[config.mk]
export PLATFORM = sky130hd
export DESIGN_NAME = alu_seq
export DESIGN_NICKNAME = d
export VERILOG_FILES = /design/src/rtl/alu_seq.sv
export SDC_FILE = /design/constraint.sdc
export NUM_CORES = 1
export LEC_CHECK = 0
export ABC_AREA = 1
export CORE_ASPECT_RATIO = 1.5
export CORE_UTILIZATION = 58
export CTS_CLUSTER_SIZE = 25
export DETAILED_ROUTE_END_ITERATION = 12
export DONT_BUFFER_PORTS = 1
export HOLD_SLACK_MARGIN = 0.02
export PLACE_DENSITY = 0.86
export SLEW_MARGIN = 10
export SYNTH_ARGS = -nofsm -noshare
export SYNTH_HDL_FRONTEND = slang
export SYNTH_SLANG_ARGS = --single-unit
[constraint.sdc]
create_clock -name clk -period 3.24 [get_ports clk]
set_input_delay 0.486 -clock clk [delete_from_list [all_inputs] [get_ports clk]]
set_output_delay 0.486 -clock clk [all_outputs]
set_load 0.02 [all_outputs]
[src/rtl/alu_seq.sv]
// alu_seq: 32-bit ALU with a bit-serial shifter and valid/ready handshakes on both sides.
// Non-shift ops finish at the accept edge. Shifts move one bit per clock.
module alu_seq (
    input  logic        clk,
    input  logic        reset,
    input  logic        in_valid,
    output logic        in_ready,
    input  logic [3:0]  ALUControl,
    input  logic [31:0] SrcA,
    input  logic [31:0] SrcB,
    output logic        out_valid,
    input  logic        out_ready,
    output logic [31:0] ALUResult,
    output logic [3:0]  Flags
);

    localparam logic [3:0] OpAdd  = 4'b0000;
    localparam logic [3:0] OpSub  = 4'b0001;
    localparam logic [3:0] OpSll  = 4'b0010;
    localparam logic [3:0] OpSlt  = 4'b0101;
    localparam logic [3:0] OpSltu = 4'b0111;
    localparam logic [3:0] OpXor  = 4'b1000;
    localparam logic [3:0] OpSrl  = 4'b1010;
    localparam logic [3:0] OpSra  = 4'b1011;
    localparam logic [3:0] OpOr   = 4'b1100;
    localparam logic [3:0] OpAnd  = 4'b1110;

    typedef enum logic [1:0] {StIdle, StShift, StDone} state_e;

    state_e      state_q, state_d;
    logic [3:0]  op_q, op_d;
    logic [31:0] sh_q, sh_d;
    logic [4:0]  cnt_q, cnt_d;
    logic [31:0] res_q, res_d;
    logic [3:0]  flags_q, flags_d;

    logic        use_sub;
    logic [31:0] b_x;
    logic [32:0] sum;
    logic        add_c, add_v;
    logic [31:0] alu_res;
    logic        alu_c, alu_v, is_shift;
    logic [31:0] sh_next;

    // Single-cycle ALU on the incoming request. sub, slt and sltu share the adder as A + ~B + 1.
    always_comb begin
        use_sub  = (ALUControl == OpSub) || (ALUControl == OpSlt) || (ALUControl == OpSltu);
        b_x      = use_sub ? ~SrcB : SrcB;
        sum      = {1'b0, SrcA} + {1'b0, b_x} + {32'b0, use_sub};
        add_c    = sum[32];
        add_v    = (SrcA[31] == b_x[31]) && (sum[31] != SrcA[31]);
        alu_res  = 32'h0;
        alu_c    = 1'b0;
        alu_v    = 1'b0;
        is_shift = 1'b0;
        case (ALUControl)
            OpAdd, OpSub: begin
                alu_res = sum[31:0];
                alu_c   = add_c;
                alu_v   = add_v;
            end
            OpSlt: begin
                alu_res = {31'b0, sum[31] ^ add_v};
                alu_c   = add_c;
                alu_v   = add_v;
            end
            OpSltu: begin
                alu_res = {31'b0, ~add_c};
                alu_c   = add_c;
                alu_v   = add_v;
            end
            // The result only matters when shamt is 0, where the shift passes SrcA through.
            OpSll, OpSrl, OpSra: begin
                alu_res  = SrcA;
                is_shift = 1'b1;
            end
            OpXor:   alu_res = SrcA ^ SrcB;
            OpOr:    alu_res = SrcA | SrcB;
            OpAnd:   alu_res = SrcA & SrcB;
            default: alu_res = 32'h0;
        endcase
    end

    // One-bit shift step for the captured shift op.
    always_comb begin
        case (op_q)
            OpSll:   sh_next = sh_q << 1;
            OpSrl:   sh_next = sh_q >> 1;
            default: sh_next = {sh_q[31], sh_q[31:1]};
        endcase
    end

    // Next-state logic for the FSM and the datapath registers.
    always_comb begin
        state_d = state_q;
        op_d    = op_q;
        sh_d    = sh_q;
        cnt_d   = cnt_q;
        res_d   = res_q;
        flags_d = flags_q;
        case (state_q)
            StIdle: begin
                if (in_valid) begin
                    if (is_shift && (SrcB[4:0] != 5'd0)) begin
                        op_d    = ALUControl;
                        sh_d    = SrcA;
                        cnt_d   = SrcB[4:0];
                        state_d = StShift;
                    end else begin
                        res_d   = alu_res;
                        flags_d = {alu_res[31], alu_res == 32'h0, alu_c, alu_v};
                        state_d = StDone;
                    end
                end
            end
            StShift: begin
                sh_d  = sh_next;
                cnt_d = cnt_q - 5'd1;
                if (cnt_q == 5'd1) begin
                    res_d   = sh_next;
                    flags_d = {sh_next[31], sh_next == 32'h0, 2'b00};
                    state_d = StDone;
                end
            end
            StDone: begin
                if (out_ready) begin
                    state_d = StIdle;
                end
            end
            default: state_d = StIdle;
        endcase
    end

    // State registers with asynchronous clear.
    always_ff @(posedge clk or posedge reset) begin
        if (reset) begin
            state_q <= StIdle;
            op_q    <= 4'h0;
            sh_q    <= 32'h0;
            cnt_q   <= 5'd0;
            res_q   <= 32'h0;
            flags_q <= 4'h0;
        end else begin
            state_q <= state_d;
            op_q    <= op_d;
            sh_q    <= sh_d;
            cnt_q   <= cnt_d;
            res_q   <= res_d;
            flags_q <= flags_d;
        end
    end

    assign in_ready  = (state_q == StIdle);
    assign out_valid = (state_q == StDone);
    assign ALUResult = res_q;
    assign Flags     = flags_q;

endmodule
==> qor.yml, run 1 <==
status: "completed"
die_x_um: 102
clock_sinks: 78
ant_nets: 0
pre_cts_ws_ps: -157
fin_crit_sh_pct: 94.8
p_seq_share_pct: 35.6
io_pins: 110
fmax_mhz: 325
die_height_um: 152
crit_path_end_kind: "flop"
cts_made_buffers: 9
netSwitchingPower_mw: 2.70
rsz0062_at_grt: "false"
fin_crit_ps: 3070
grt_pass1_wl_um: 43800
worst_slack_ps: 167
vias: 9248
synth_cell_types: 45
clk_pin_slew_ps: 60
cts_tree: "done"
htree_levels: 3
route.met3.wl_um: 2380
worstPathArrival_ps: 3330
met1_length_um: 10600
wl_met2_um: 13800
clock_path_buffers: 2
grt_max_degree: 84
drtIter0Drc: 760
via_per_inst: 5.95
globalplace.congestion: 1.04
gr-usage-all-layers_pct: 37.1
setup_tns_ps: 0
initial_core_util_pct: 59.4
crit_type: "input pin to flop"
highest_layer: "met4"
syn_inst: 1337
antenna_found_initial: 0
start_kind: "input pin"
crit_required_ps: 3500
drt-total-wl_um: 28500
port_buffers: 0
holdWs_ps: 4.37
dp.final_hpwl_um: 22300
ys_seq_elements: 78
stdcell_area_um2: 9460
fp-row-count: 54
grt_overflow_total: 0
pwr-share-clk_pct: 17.2
wl_per_cell_um: 18.4
syn_area_um2: 8670
hold_path_class: "input pin to asynchronous set/reset pin"
ir_worst_vdd_uv: 429
slew_violations: 0
r2r_start: "op_q[0]"
slew_headroom_pct: 27.5
path_cells: "inv_1, nand2_1, nand2_4, buf_12, xor2_1, ha_1, nand2_1, nor2_1, nand3_1, nand2_1, nand2_1, nand2_1, nand2_1, nand2_1, nand2_1, nand2_1, nand2_1, nand3b_1, nand4_1, nor2_2, nand3_1, a21oi_1"
cts_setup_buffers: 0
fill_cells: 1381
clockRootBuffer: "clkbuf_16"
crit_top_cell: "nand2_1"
p_int_mw: 2.96
avgSynthCellArea_um2: 6.49
cpMaxStageDelayCell: "ha_1"
cap_viol_max_count: 0
clk-insertion-delay-late_ps: 340
setup_viol: 0
grt_pass1_vias: 8744
area_delta_synth_final_pct: 9.06
ys_seq_area_share_pct: 22.5
regToRegEndpoint: "Flags[2]"
die-area_um2: 15500
p_sw_share_pct: 47.7
drive_gt1_share_pct: 9.51
coreArea_um2: 14600
hold_viol: 0
dr.pass1.iters: 6
nets: 1526
ff2ff_path_depth: 12
rrSetupSlack_ps: 400
clock_skew_ps: 5.98
p_leak_nw: 4.86
path_max_fanout: 9
power_density_nw_per_um2: 598
syn_nets: 1508
slowest_delay_ps: 380
worstMarginPinSlew_ps: 1090
combPwrFrac_pct: 47.3
synth_warnings: 0
post-route-drc-count: 0
diodes: 0
placed_area_um2: 9130
layout make-up:
type,count,area [µm²],share of cell area (%)
clock buffer,11,243,2.57
clock inverter,2,35.0,0.370
inverter,200,752,7.95
multi-input combinational,1010,5770,61.0
sequential,78,1950,20.6
tap,196,245,2.59
timing repair buffer,56,463,4.90
metal layers:
| metal | vias to the layer above | track usage, % |
|---|---|---|
| met3 | 104 | 7.11 |
| li1 | 4432 | - |
| met2 | 418 | 63.7 |
| met4 | 0 | 21.7 |
| met5 | - | 0 |
| met1 | 4294 | 42.6 |
timing repair:
item                       in CTS  in global routing
setup endpoints to repair       0                  1
hold buffers                    0                  0
resized for setup               0                  9
placed cells by master, fill, tap and decap left out, drive strengths merged, types with 16 or more instances in the layout:
master,n
a31oi,33
a22oi,21
nand3,63
inv,196
nand2,346
buf,55
or2,25
o21ai,99
dfrtp,78
nor2,117
a21oi,77
nand4,17
ha,98
xor2,32
nor3,16
a221oi,19
sequential cells by signal, summed over array words and instances, names as in the netlist:
register	cells
cnt_q	5
state_q	2
Flags	3
ALUResult	32
op_q	4
sh_q	32
stage by stage:
step	instances	utilization, %	power, mW
after global placement	1539	62.5	4.52
after floorplan	1337	-	3.90
final	1553	64.8	5.66
after detailed placement	1539	62.5	4.60
after CTS	1552	64.4	5.59
after global routing	1553	64.8	6.10
how the worst max path moves through the flow:
stage / start / endpoint / slack [ps] / cells past startpoint
6_report: ALUControl[2] / Flags[2] / 170 / 22
5_1_grt: ALUControl[2] / Flags[2] / 5 / 22
2_1_floorplan: ALUControl[2] / Flags[2] / 110 / 21
3_3_place_gp: ALUControl[2] / Flags[2] / -130 / 22
3_5_place_dp: ALUControl[2] / Flags[2] / -160 / 22
4_1_cts: ALUControl[2] / Flags[2] / 180 / 22
cell usage after synthesis (all sizes together):
cell | n | share of area, %
dfrtp | 78 | 23
a22oi | 21 | 1.8
o31ai | 2 | 0.17
nand2 | 346 | 15
and2 | 2 | 0.14
a41oi | 1 | 0.10
a31oi | 33 | 2.4
clkinv | 3 | 0.13
or2 | 25 | 1.8
nand3 | 63 | 3.7
a21o | 3 | 0.26
nor3 | 16 | 0.98
inv | 197 | 8.5
nor4 | 5 | 0.43
o21a | 1 | 0.087
a2111oi | 1 | 0.10
o2111ai | 1 | 0.10
xor2 | 32 | 3.2
o21ai | 99 | 5.7
o22ai | 13 | 0.94
a21oi | 77 | 4.5
o21bai | 1 | 0.087
a211oi | 5 | 0.43
buf | 30 | 1.9
a221oi | 19 | 1.9
fa | 1 | 0.23
clkbuf | 19 | 0.82
ha | 98 | 14
nor2 | 117 | 5.2
nand3b | 10 | 0.87
o211ai | 1 | 0.087
nand4 | 17 | 1.2
power groups by stage:
stage	Sequential (mW)	Combinational [mW]	Clock [mW]
after floorplan	1.91	1.99	0
after global placement	2.01	2.51	0
after detailed placement	2.02	2.58	0
after CTS	2.01	2.61	0.968
after global routing	2.07	3.01	1.01
final	2.01	2.67	0.972
logic make-up after synthesis:
family          Yosys count  synth area share [%]
fa+ha+maj                99                  14.4
buf+inv                 249                  11.4
compound gates          278                  18.7
flops                    78                  22.5
simple gates            601                  29.8
xor+xnor                 32                  3.23
worst max-delay path, delay by kind of cell:
| family | cells | cell delay, ps |
|---|---|---|
| simple gates | 17 | 1990 |
| fa+ha+maj | 1 | 380 |
| compound gates | 1 | 120 |
| buf+inv | 2 | 200 |
| xor+xnor | 1 | 140 |
No activity file was read; power rests on OpenSTA's default activity.
==> run 2, diff against run 1 <==
Settings changed: BUFFER_PORTS_ARGS set to -buffer_cell sky130_fd_sc_hd__buf_4, CORE_ASPECT_RATIO 1.5 to not set, DONT_BUFFER_PORTS 1 to not set, PLACE_DENSITY 0.86 to 0.92.
==> run 2 against run 1 <==
Net effect: worst hold slack improved by 230 ps; register-to-register slack improved by 50 ps; flip-flop and latch count did not move; sequential power fell by 13%; sequential share of layout area shrank 2.8 points; critical path depth shrank 1; die area about the same; cell count increased by 11%; via count is 11% higher; clock power up 12%; highest routed layer unchanged.
==> qor.yml, run 2 (synthesis results as in run 1) <==
status: "completed"
clock_path_buffers: 2  # unchanged
die-area_um2: 15400  # about the same
globalplace.congestion: 1.03  # -0.45%
path_max_fanout: 10  # +1
clock_skew_ps: 5.80  # -0.173 ps
diodes: 0  # unchanged
via_per_inst: 5.96  # +0.13%
hold_viol: 0  # unchanged
p_leak_nw: 5.76  # +19%
setup_tns_ps: 0  # unchanged
slew_headroom_pct: 48.2  # +21 points
hold_buffers: 0  # unchanged
die_x_um: 124  # +22%
drt-total-wl_um: 32200  # +13%
slew_violations: 0  # unchanged
dr.pass1.iters: 9  # +3
wl_per_cell_um: 18.7  # +2.1%
fin_crit_ps: 3100  # +31.5 ps
crit_path_end_kind: "flop"
port_buffers: 109  # +109
clk_pin_slew_ps: 60  # about the same
stdcell_area_um2: 10900  # +15%
area_delta_synth_final_pct: 25.9
io_pins: 110  # unchanged
vias: 10300  # +11%
dp.final_hpwl_um: 25000  # +12%
cts_tree: "done"
antenna_found_initial: 0  # unchanged
worstPathArrival_ps: 3380  # +50 ps
drive_gt1_share_pct: 21.5  # +12 points
grt_overflow_total: 0  # unchanged
nets: 1704  # +12%
worstMarginPinSlew_ps: 776  # -310 ps
start_kind: "input pin"
power_density_nw_per_um2: 600  # +0.30%
cap_viol_max_count: 0  # unchanged
grt_pass1_wl_um: 49700  # +13%
mostFrequentLayoutCells: "nand2_1, buf_4, inv_1, nor2_1, ha_1"
ant_nets: 0  # unchanged
initial_core_util_pct: 59.7  # +0.25 points
grt_pass1_vias: 9373  # +7.2%
post-route-drc-count: 0  # unchanged
clockRootBuffer: "clkbuf_16"
setup_viol: 0  # unchanged
final_common_cell: "nand2_1"
rsz0062_at_grt: "true"
cts_made_buffers: 9  # unchanged
placed_area_um2: 10400  # +14%
clk-insertion-delay-late_ps: 350  # about the same
fin_crit_sh_pct: 95.8  # +0.97 points
crit_type: "input pin to flop"
die_height_um: 124  # -18%
fp-row-count: 44  # -19%
gr-usage-all-layers_pct: 40.6  # +3.4 points
clock_sinks: 78  # unchanged
coreArea_um2: 14500  # -0.41%
holdWs_ps: 237  # +233 ps
htree_levels: 3  # unchanged
crit_required_ps: 3510  # about the same
grt_max_degree: 60  # -29%
drtIter0Drc: 1318  # +73%
hold_path_class: "input pin to asynchronous set/reset pin"
ir_worst_vdd_uv: 539  # +26%
fmax_mhz: 322  # -1.0%
[run 2: changes by cell type in the layout (fill, tap and decap cells not counted), sizes merged]
cell	previous run	this run
clkinv	5	8
buf	55	233
clkbuf	12	10
bufinv	1	2
[run 2: layout make-up]
| cell class | count | area [µm²] |
|---|---|---|
| fill | 1213 | 3620 |
| clock inverter | 6 | 87.6 |
| timing repair buffer | 234 | 1820 |
| multi-input combinational | 1010 | 5850 |
| clock buffer | 9 | 225 |
| tap | 184 | 230 |
| inverter | 200 | 752 |
| sequential | 78 | 1950 |
[run 2: power by group]
part	internal [mW]	total (mW)	switching [mW]	leakage, nW
Clock	0.670	1.09	0.420	0.155
Combinational	1.41	3.72	2.31	4.71
Sequential	1.43	1.75	0.315	0.895
[run 2: metrics by stage]
stage	worst slack [ps]	util [%]	power [mW]	std cells
5_1_grt	-38.0	75.1	6.92	1721
2_1_floorplan	105	-	3.90	1337
6_report	136	75.1	6.55	1721
3_5_place_dp	-209	71.8	5.26	1700
3_3_place_gp	-150	71.8	5.16	1700
4_1_cts	127	73.9	6.39	1715
[run 2: critical path: stages]
cell,delay (ps)
buf_4,120
nor2_4,140
nand2_4,100
clkbuf_16,200
xor2_1,150
ha_1,350
buf_4,150
a21oi_1,190
o21ai_0,120
buf_4,150
nand2_1,50
nand2_1,80
a21oi_1,210
nand3_1,110
nand3_1,100
nand2_1,90
inv_1,90
nand3_1,110
nor3_2,160
nand3_1,90
a21oi_1,120
[run 2: worst paths after layout]
| kind | depth (start not counted) | slack, ps | endpoint | startpoint |
|---|---|---|---|---|
| worst max-delay path | 21 | 140 | Flags[2] | ALUControl[3] |
| worst max register to register | 11 | 450 | Flags[2] | op_q[0] |
| worst min register to register | 1 | 480 | op_q[1] | op_q[1] |
| max in group asynchronous | 3 | 2350 | sh_q[16] | reset |
| worst min-delay path | 2 | 240 | cnt_q[2] | reset |
| min in group clk | 2 | 310 | state_q[1] | out_ready |
[run 2: timing repair]
item,CTS,global route
setup endpoints to repair,0,4
setup buffers,0,5
gates resized for setup,0,33
[run 2: routing by layer]
layer,track usage [%],vias to the layer above,routed length [µm]
met5,0,-,0
met4,23.6,0,1950
met2,63.9,650,14300
li1,-,4797,-
met3,6.06,116,2780
met1,52.9,4699,13300
==> run 3, diff against run 2 <==
Settings changed: CTS_BUF_LIST set to sky130_fd_sc_hd__clkbuf_2 sky130_fd_sc_hd__clkbuf_4 sky130_fd_sc_hd__clkbuf_8.
==> run 3 against run 2 <==
Net effect: wire length decreased by 2.6%; worst hold slack lost 18 ps; combinational power is 2% lower; cell count fell by 0.12%; clock-buffer cell count is the same; die area unchanged; register-to-register slack is essentially flat; worst setup slack better by 3.1 ps; sequential power is essentially flat; flip-flop and latch count unchanged; power down 5.4%.
==> qor.yml, run 3 (synthesis results as in run 1) <==
drt-total-wl_um: 31400  # -2.6%
rrSetupSlack_ps: 460  # about the same
start_kind: "input pin"
slew_headroom_pct: 49.3  # +1.1 points
post-route-drc-count: 0  # unchanged
p_leak_nw: 5.69  # -1.2%
worst_slack_ps: 139  # +3.14 ps
fin_crit_sh_pct: 95.7  # -0.097 points
drive_gt1_share_pct: 20.7  # -0.75 points
holdWs_ps: 219  # -18.0 ps
via_per_inst: 5.89  # -1.3%
ant_nets: 0  # unchanged
gr-usage-all-layers_pct: 40.0  # -0.62 points
worstMarginPinSlew_ps: 760  # -16.6 ps
antenna_found_initial: 0  # unchanged
ir_worst_vdd_uv: 475  # -12%
pre_cts_ws_ps: -209  # unchanged
clk-insertion-delay-late_ps: 370  # +20 ps
path_max_fanout: 10  # unchanged
coreArea_um2: 14500  # unchanged
status: "completed"
grt_pass1_wl_um: 49000  # -1.4%
clock_skew_ps: 10.3  # +4.47 ps
hold_viol: 0  # unchanged
vias: 10100  # -1.4%
r2r_start: "op_q[0]"
fp-row-count: 44  # unchanged
clock_path_buffers: 2  # unchanged
htree_levels: 3  # unchanged
die_x_um: 124  # unchanged
hold_path_class: "input pin to asynchronous set/reset pin"
cts_tree: "done"
area_delta_synth_final_pct: 24.1
grt_pass1_vias: 9365  # -0.085%
initial_core_util_pct: 59.7  # unchanged
io_pins: 110  # unchanged
crit_required_ps: 3540  # +30 ps
die-area_um2: 15400  # unchanged
globalplace.congestion: 1.03  # unchanged
regToRegEndpoint: "Flags[2]"
clk_pin_slew_ps: 80  # +20 ps
worstPathArrival_ps: 3400  # +20 ps
hold_buffers: 0  # unchanged
port_buffers: 109  # unchanged
fin_crit_ps: 3100  # -3.14 ps
slew_violations: 0  # unchanged
dp.final_hpwl_um: 25000  # unchanged
mostFrequentLayoutCells: "nand2_1, buf_4, inv_1, nor2_1, ha_1"
fmax_mhz: 322  # +0.10%
wl_per_cell_um: 18.3  # -2.5%
final_common_cell: "nand2_1"
setup_tns_ps: 0  # unchanged
crit_path_end_kind: "flop"
diodes: 0  # unchanged
nets: 1702  # -0.12%
crit_type: "input pin to flop"
ff2ff_path_depth: 11  # unchanged
power_density_nw_per_um2: 576  # -4.0%
setup_viol: 0  # unchanged
clockRootBuffer: "clkbuf_8"
cap_viol_max_count: 0  # unchanged
grt_max_degree: 60  # unchanged
fill_cells: 1247  # +2.8%
dr.pass1.iters: 7  # -2
grt_overflow_total: 0  # unchanged
drtIter0Drc: 1166  # -12%
die_height_um: 124  # unchanged
cts_made_buffers: 9  # unchanged
clock_sinks: 78  # unchanged
==> run 3: cell count changes in the layout (fill, tap and decap cells not counted), sizes merged <==
cell	previous run	this run
buf	233	231
==> run 3: per-stage QoR <==
stage,utilization [%],cell area [µm²],cells,power (mW)
after floorplan,-,8670,1337,3.90
after global placement,71.8,10400,1700,5.16
after detailed placement,71.8,10400,1700,5.26
after CTS,73.2,10600,1715,6.09
after global routing,74.0,10800,1719,6.61
final,74.0,10800,1719,6.20
==> run 3: routing by layer <==
| layer | routed length (µm) | track usage, % |
|---|---|---|
| met4 | 1730 | 18.7 |
| met2 | 13900 | 64.5 |
| met3 | 2900 | 6.40 |
| met5 | 0 | 0 |
| met1 | 12800 | 52.2 |
==> run 3: layout make-up <==
| class | count | area [µm²] | share of cell area (%) |
|---|---|---|---|
| Tap cell | 184 | 230 | 2.14 |
| Multi-Input combinational cell | 1010 | 5810 | 54.0 |
| Timing Repair Buffer | 232 | 1810 | 16.8 |
| Clock inverter | 6 | 87.6 | 0.814 |
| Sequential cell | 78 | 1950 | 18.1 |
| Clock buffer | 9 | 124 | 1.15 |
| Inverter | 200 | 752 | 6.99 |
==> run 3: power by group <==
part	leakage (nW)	total (mW)	switching, mW	internal (mW)
registers	0.895	1.73	0.300	1.43
clock network	0.109	0.810	0.380	0.429
logic	4.69	3.66	2.26	1.40
==> run 3: timing repair <==
action                     in CTS  in global routing
resized for setup               0                 20
setup buffers                   0                  3
setup endpoints to repair       0                  4
==> run 3: critical path: stages <==
cell       delay [ps]
buf_4             120
nor2_4            130
nand2_4           100
clkbuf_16         200
buf_12            150
xor2_1            170
ha_1              330
inv_1              80
nor3_1            300
o21ai_0           230
nand3_1           150
a31oi_1            60
buf_4             150
nand2_2            70
nand2_2            60
nand3_1           130
nand3b_1          130
nor3_2            120
nand3_1            90
a21oi_1           120
==> run 3: worst max path at each step <==
stage / startpoint / end / cells after the start
after floorplan: ALUControl[2] / Flags[2] / 21
after global placement: ALUControl[2] / Flags[2] / 20
after detailed placement: ALUControl[2] / Flags[2] / 20
after CTS: ALUControl[2] / Flags[2] / 20
after global routing: ALUControl[3] / Flags[2] / 22
final: ALUControl[3] / Flags[2] / 20
